`src/rtl/card_cursor_select.sv`:
```
// Cursor on the 4x4 card grid driven by button pulses; a centre press fetches the card
// under the cursor and requests it from gameplay_sm unless it is already face-up or matched.
module card_cursor_select #(
   parameter int unsigned GRID_W = 4,
   parameter int unsigned GRID_H = 4,
   parameter int unsigned LOC_W  = 4,
   parameter int unsigned DATA_W = 6,
   parameter int unsigned RD_LAT = 1
) (
   input  logic              Clk,
   input  logic              Reset,
   input  logic              Enable,
   input  logic              BtnL,
   input  logic              BtnR,
   input  logic              BtnU,
   input  logic              BtnD,
   input  logic              BtnC,
   output logic [LOC_W-1:0]  RamAddr,
   input  logic [DATA_W-1:0] RamData,
   output logic              Select,
   output logic [DATA_W-1:0] CardSelectData,
   output logic [LOC_W-1:0]  CardSelectLoc,
   input  logic              Ack,
   output logic [LOC_W-1:0]  Cursor,
   output logic              Reject,
   output logic [1:0]        SelState
);

   localparam int unsigned COL_W     = $clog2(GRID_W);
   localparam int unsigned ROW_W     = $clog2(GRID_H);
   localparam int unsigned CNT_W     = 2;
   localparam int unsigned MATCH_BIT = 5;
   localparam int unsigned FACE_BIT  = 4;

   typedef enum logic [1:0] {
      S_IDLE  = 2'd0,
      S_READ  = 2'd1,
      S_CHECK = 2'd2,
      S_REQ   = 2'd3
   } state_t;

   state_t              state_q, state_n;
   logic [LOC_W-1:0]    cursor_q, cursor_n;
   logic [LOC_W-1:0]    loc_q, loc_n;
   logic [DATA_W-1:0]   data_q, data_n;
   logic                select_q, select_n;
   logic                reject_q, reject_n;
   logic [CNT_W-1:0]    cnt_q, cnt_n;
   logic [COL_W-1:0]    col, col_n;
   logic [ROW_W-1:0]    row, row_n;

   // Power-of-two grid: row/col fields wrap naturally in their own widths.
   assign col = cursor_q[COL_W-1:0];
   assign row = cursor_q[COL_W +: ROW_W];

   always_comb begin
      state_n  = state_q;
      loc_n    = loc_q;
      data_n   = data_q;
      select_n = select_q;
      reject_n = 1'b0;
      cnt_n    = cnt_q;
      col_n    = col;
      row_n    = row;

      case (state_q)
         S_IDLE: begin
            if (BtnC && Enable) begin
               loc_n   = cursor_q;
               cnt_n   = '0;
               state_n = S_READ;
            end else if (BtnL) begin
               col_n = col - COL_W'(1);
            end else if (BtnR) begin
               col_n = col + COL_W'(1);
            end else if (BtnU) begin
               row_n = row - ROW_W'(1);
            end else if (BtnD) begin
               row_n = row + ROW_W'(1);
            end
         end
         S_READ: begin
            if (cnt_q == CNT_W'(RD_LAT - 1)) begin
               data_n  = RamData;
               cnt_n   = '0;
               state_n = S_CHECK;
            end else begin
               cnt_n = cnt_q + CNT_W'(1);
            end
         end
         S_CHECK: begin
            if (data_q[MATCH_BIT] || data_q[FACE_BIT]) begin
               reject_n = 1'b1;
               state_n  = S_IDLE;
            end else begin
               select_n = 1'b1;
               state_n  = S_REQ;
            end
         end
         S_REQ: begin
            if (Ack) begin
               select_n = 1'b0;
               state_n  = S_IDLE;
            end
         end
         default: state_n = S_IDLE;
      endcase

      cursor_n = {row_n, col_n};
   end

   always_ff @(posedge Clk) begin
      if (!Reset) begin
         state_q  <= S_IDLE;
         cursor_q <= '0;
         loc_q    <= '0;
         data_q   <= '0;
         select_q <= 1'b0;
         reject_q <= 1'b0;
         cnt_q    <= '0;
      end else begin
         state_q  <= state_n;
         cursor_q <= cursor_n;
         loc_q    <= loc_n;
         data_q   <= data_n;
         select_q <= select_n;
         reject_q <= reject_n;
         cnt_q    <= cnt_n;
      end
   end

   assign RamAddr        = cursor_q;
   assign Cursor         = cursor_q;
   assign Select         = select_q;
   assign Reject         = reject_q;
   assign CardSelectData = data_q;
   assign CardSelectLoc  = loc_q;
   assign SelState       = state_q;

endmodule

```
`config.mk`:
```
export PLATFORM = sky130hd
export DESIGN_NAME = card_cursor_select
export DESIGN_NICKNAME = d
export VERILOG_FILES = /design/src/rtl/card_cursor_select.sv
export SDC_FILE = /design/constraint.sdc
export NUM_CORES = 1
export LEC_CHECK = 0
export ABC_AREA = 1
export BUFFER_PORTS_ARGS = -buffer_cell sky130_fd_sc_hd__buf_4
export CAP_MARGIN = 20
export CORE_UTILIZATION = 36
export CTS_CLUSTER_SIZE = 20
export DETAILED_ROUTE_END_ITERATION = 6
export SYNTH_ARGS = -nofsm -noshare
export SYNTH_HDL_FRONTEND = slang
export SYNTH_SLANG_ARGS = --single-unit
```
`constraint.sdc`:
```
create_clock -name Clk -period 1.2 [get_ports Clk]
set_clock_uncertainty 0.05 [all_clocks]
set_input_delay 0.36 -clock Clk [delete_from_list [all_inputs] [get_ports Clk]]
set_output_delay 0.36 -clock Clk [all_outputs]
set_load 0.05 [all_outputs]
```
==> impl_metrics.env <==
export IMPL_hold_viol_final=0
export IMPL_core_mm2=0.00230
export IMPL_crit_path_end_kind="primary output"
export IMPL_irDropWorstVdd_mv=0.958
export IMPL_relSlewSlack_pct=81.8
export IMPL_syn_cell_area_um2=913
export IMPL_max_stage_delay_ns=0.34
export IMPL_status="complete, but fails checks"
export IMPL_grt_max_degree=12
export IMPL_start_kind="register"
export IMPL_path_cells="buf_6 > buf_8"
export IMPL_port_buffers=36
export IMPL_worst_slew_pin_slew_ns=0.272
export IMPL_setup_viol=27
export IMPL_fin_nets=190
export IMPL_finalWorstSetupSlack_ns=-0.102
export IMPL_cp_buffers_inverters=2
export IMPL_root_buffer="clkbuf_4"
export IMPL_finalWirelength_um=2310
export IMPL_gr_total_overflow=0
export IMPL_leakage_nw=0.718
export IMPL_path_class="register to primary output"
export IMPL_vias=937
export IMPL_fill_cells=193
export IMPL_crit_path_max_fanout=2
export IMPL_synth_warnings=0
export IMPL_place_congestion=0.706
export IMPL_r2r_slack_ns=-0.08
export IMPL_dp_cells=185
export IMPL_die_w_um=52.4
export IMPL_wl_per_cell_um=11.5
export IMPL_seq_area_frac_synth_pct=43.8
export IMPL_antenna_cells=0
export IMPL_antenna_left=0
export IMPL_hold_path_class="primary input to register"
export IMPL_htree_num_levels=1
export IMPL_finalMaxSlewViolations=0
export IMPL_maxCapViolCount=0
export IMPL_vias_per_cell=4.69
export IMPL_dpl_hpwl_um=1530
export IMPL_start_util_pct=39.8
export IMPL_fp_dieH_um=52.4
export IMPL_synth_seq_cells=20
export IMPL_period_share_pct=108
export IMPL_ioPinCount=37
export IMPL_num_rows=17
export IMPL_setup_tns_ns=-0.885
export IMPL_track_usage_pct=17.8
export IMPL_critPathTopFamily="flip-flops"
export IMPL_p_per_area_mw_per_mm2=1150
export IMPL_arrival_ns=0.89
export IMPL_numCtsBuffers=3
export IMPL_yosysUniqueCellTypes=19
export IMPL_drt_first_pass_iters=5
export IMPL_insertion_delay_ns=0.30
export IMPL_drive_gt1_share_pct=53.5
export IMPL_synthToLayoutAreaGrowth_pct=72.5
export IMPL_clk_pin_slew_ns=0.11
export IMPL_max_freq_mhz=768
export IMPL_cts_tree="yes"
export IMPL_slowest_stage="dfxtp_2"
export IMPL_cts_sinks=20
export IMPL_antenna_found_initial=0
export IMPL_grt_pass1_wl_um=3510
export IMPL_drc=0
export IMPL_synth_area_per_cell_um2=7.49
export IMPL_cts_buffer_depth=2
export IMPL_period_minus_slack_ns=1.30
export IMPL_drt_iter0_markers=31
export IMPL_rsz0062_at_grt="yes"
export IMPL_synth_nets=139
export IMPL_syn_inst=122
export IMPL_cts_hold_buf=0
export IMPL_worstPathRequired_ns=0.79
export IMPL_dieArea_mm2=0.00274
export IMPL_failed_checks="setup timing"
export IMPL_stdcell_count=200
export IMPL_grt_pass1_vias=778
==> logic make-up (layout without fill, tap and decap cells) <==
kind of cell    count (synthesis)  after routing  share of synthesized area [%]
fa+ha+maj                       2              2                           2.74
compound gates                 19             19                           10.8
flops                          20             20                           43.8
simple gates                   58             58                           29.6
buf+inv                        21             71                           11.1
xor+xnor                        2              2                           1.92
==> routing by layer <==
metal	wire [um]	global-route usage, %	vias up
li1	-	-	489
met3	97	5.80	2
met1	1000	22.5	424
met5	0	0	-
met2	1180	26.8	22
met4	26	8.77	0
==> worst reg2reg max path, cell delays in order (launching register included) <==
cell and delay (ns):
dfxtp_2 0.34, buf_4 0.15, nor2_4 0.20, inv_2 0.08
nor2_4 0.17, buf_4 0.14, a21oi_1 0.06
==> repair_timing <==
action | in CTS | in global routing
setup endpoints to repair | 23 | 39
cloned | 0 | 0
setup buffers | 9 | 2
pin swaps | 0 | 9
endpoints found under the hold margin | 0 | 0
resized for setup | 56 | 17
==> layout by cell type, fill, tap and decap left out <==
cell       n
a21oi_2    2
nand4_1    1
inv_1     10
clkinv_1   1
inv_2      3
dfxtp_2   14
nand3_2    3
dfxtp_4    5
nand3b_1   1
nor2_4     5
o21ai_1    2
nand2_4    1
buf_4     28
a21oi_1   12
dfxtp_1    1
buf_6      7
nand3_1   14
o21ai_0    3
ha_1       2
nor2_1    13
nand2_2    2
clkbuf_8   1
nand2_1   18
buf_8     18
xor2_1     2
clkbuf_4   3
==> final timing paths <==
kind / from / cells after the start / to
worst max register to register: SelState[1] / 6 / CardSelectLoc[0]
worst min-delay path: RamData[3] / 3 / CardSelectData[3]
worst max-delay path: SelState[1] / 2 / SelState[1]
worst min register to register: CardSelectData[3] / 2 / CardSelectData[3]
==> registers in the layout (all words and copies together) (netlist names) <==
| signal | count |
|---|---|
| CardSelectData | 6 |
| Reject | 1 |
| SelState | 2 |
| CardSelectLoc | 4 |
| Cursor | 4 |
| cnt_q | 2 |
| Select | 1 |
==> synth_stat cells (all sizes together) <==
| cell | number | share of area, % |
|---|---|---|
| nand2 | 21 | 9.2 |
| nand3 | 17 | 9.3 |
| nand3b | 1 | 0.82 |
| clkinv | 1 | 0.41 |
| ha | 2 | 2.7 |
| clkbuf | 1 | 0.41 |
| buf | 6 | 4.9 |
| a21oi | 14 | 8.1 |
| o21ai | 5 | 2.7 |
| nand4 | 1 | 0.69 |
| inv | 13 | 5.3 |
| nor2 | 18 | 9.6 |
| dfxtp | 20 | 44 |
| xor2 | 2 | 1.9 |
==> power by group <==
group | switching (mW) | leakage, nW | internal [mW] | total, mW
Combinational | 0.382 | 0.524 | 0.288 | 0.670
Clock | 0.200 | 0.0210 | 0.185 | 0.385
Sequential | 0.0491 | 0.173 | 0.714 | 0.764
==> stage by stage <==
step	instance area (um2)	hold WS [ns]	total power [mW]	setup slack (ns)	utilization, %
2_1_floorplan	923	0.410	1.13	0.00274	-
3_3_place_gp	1220	0.402	1.27	0.0299	53.3
3_5_place_dp	1220	0.408	1.28	0.00650	53.3
4_1_cts	1510	0.263	1.79	-0.110	65.6
5_1_grt	1580	0.257	1.91	-0.156	68.6
6_report	1580	0.274	1.82	-0.102	68.6
==> cell type report <==
| class | instances | area, um2 | area share (%) |
|---|---|---|---|
| clock buffers | 4 | 36.3 | 2.30 |
| well taps | 28 | 35.0 | 2.22 |
| inverters | 14 | 52.6 | 3.34 |
| repair buffers | 53 | 559 | 35.5 |
| multi-input cells | 81 | 455 | 28.9 |
| flip-flops and latches | 20 | 437 | 27.7 |
Note: power is estimated with default switching activity, not from simulation.
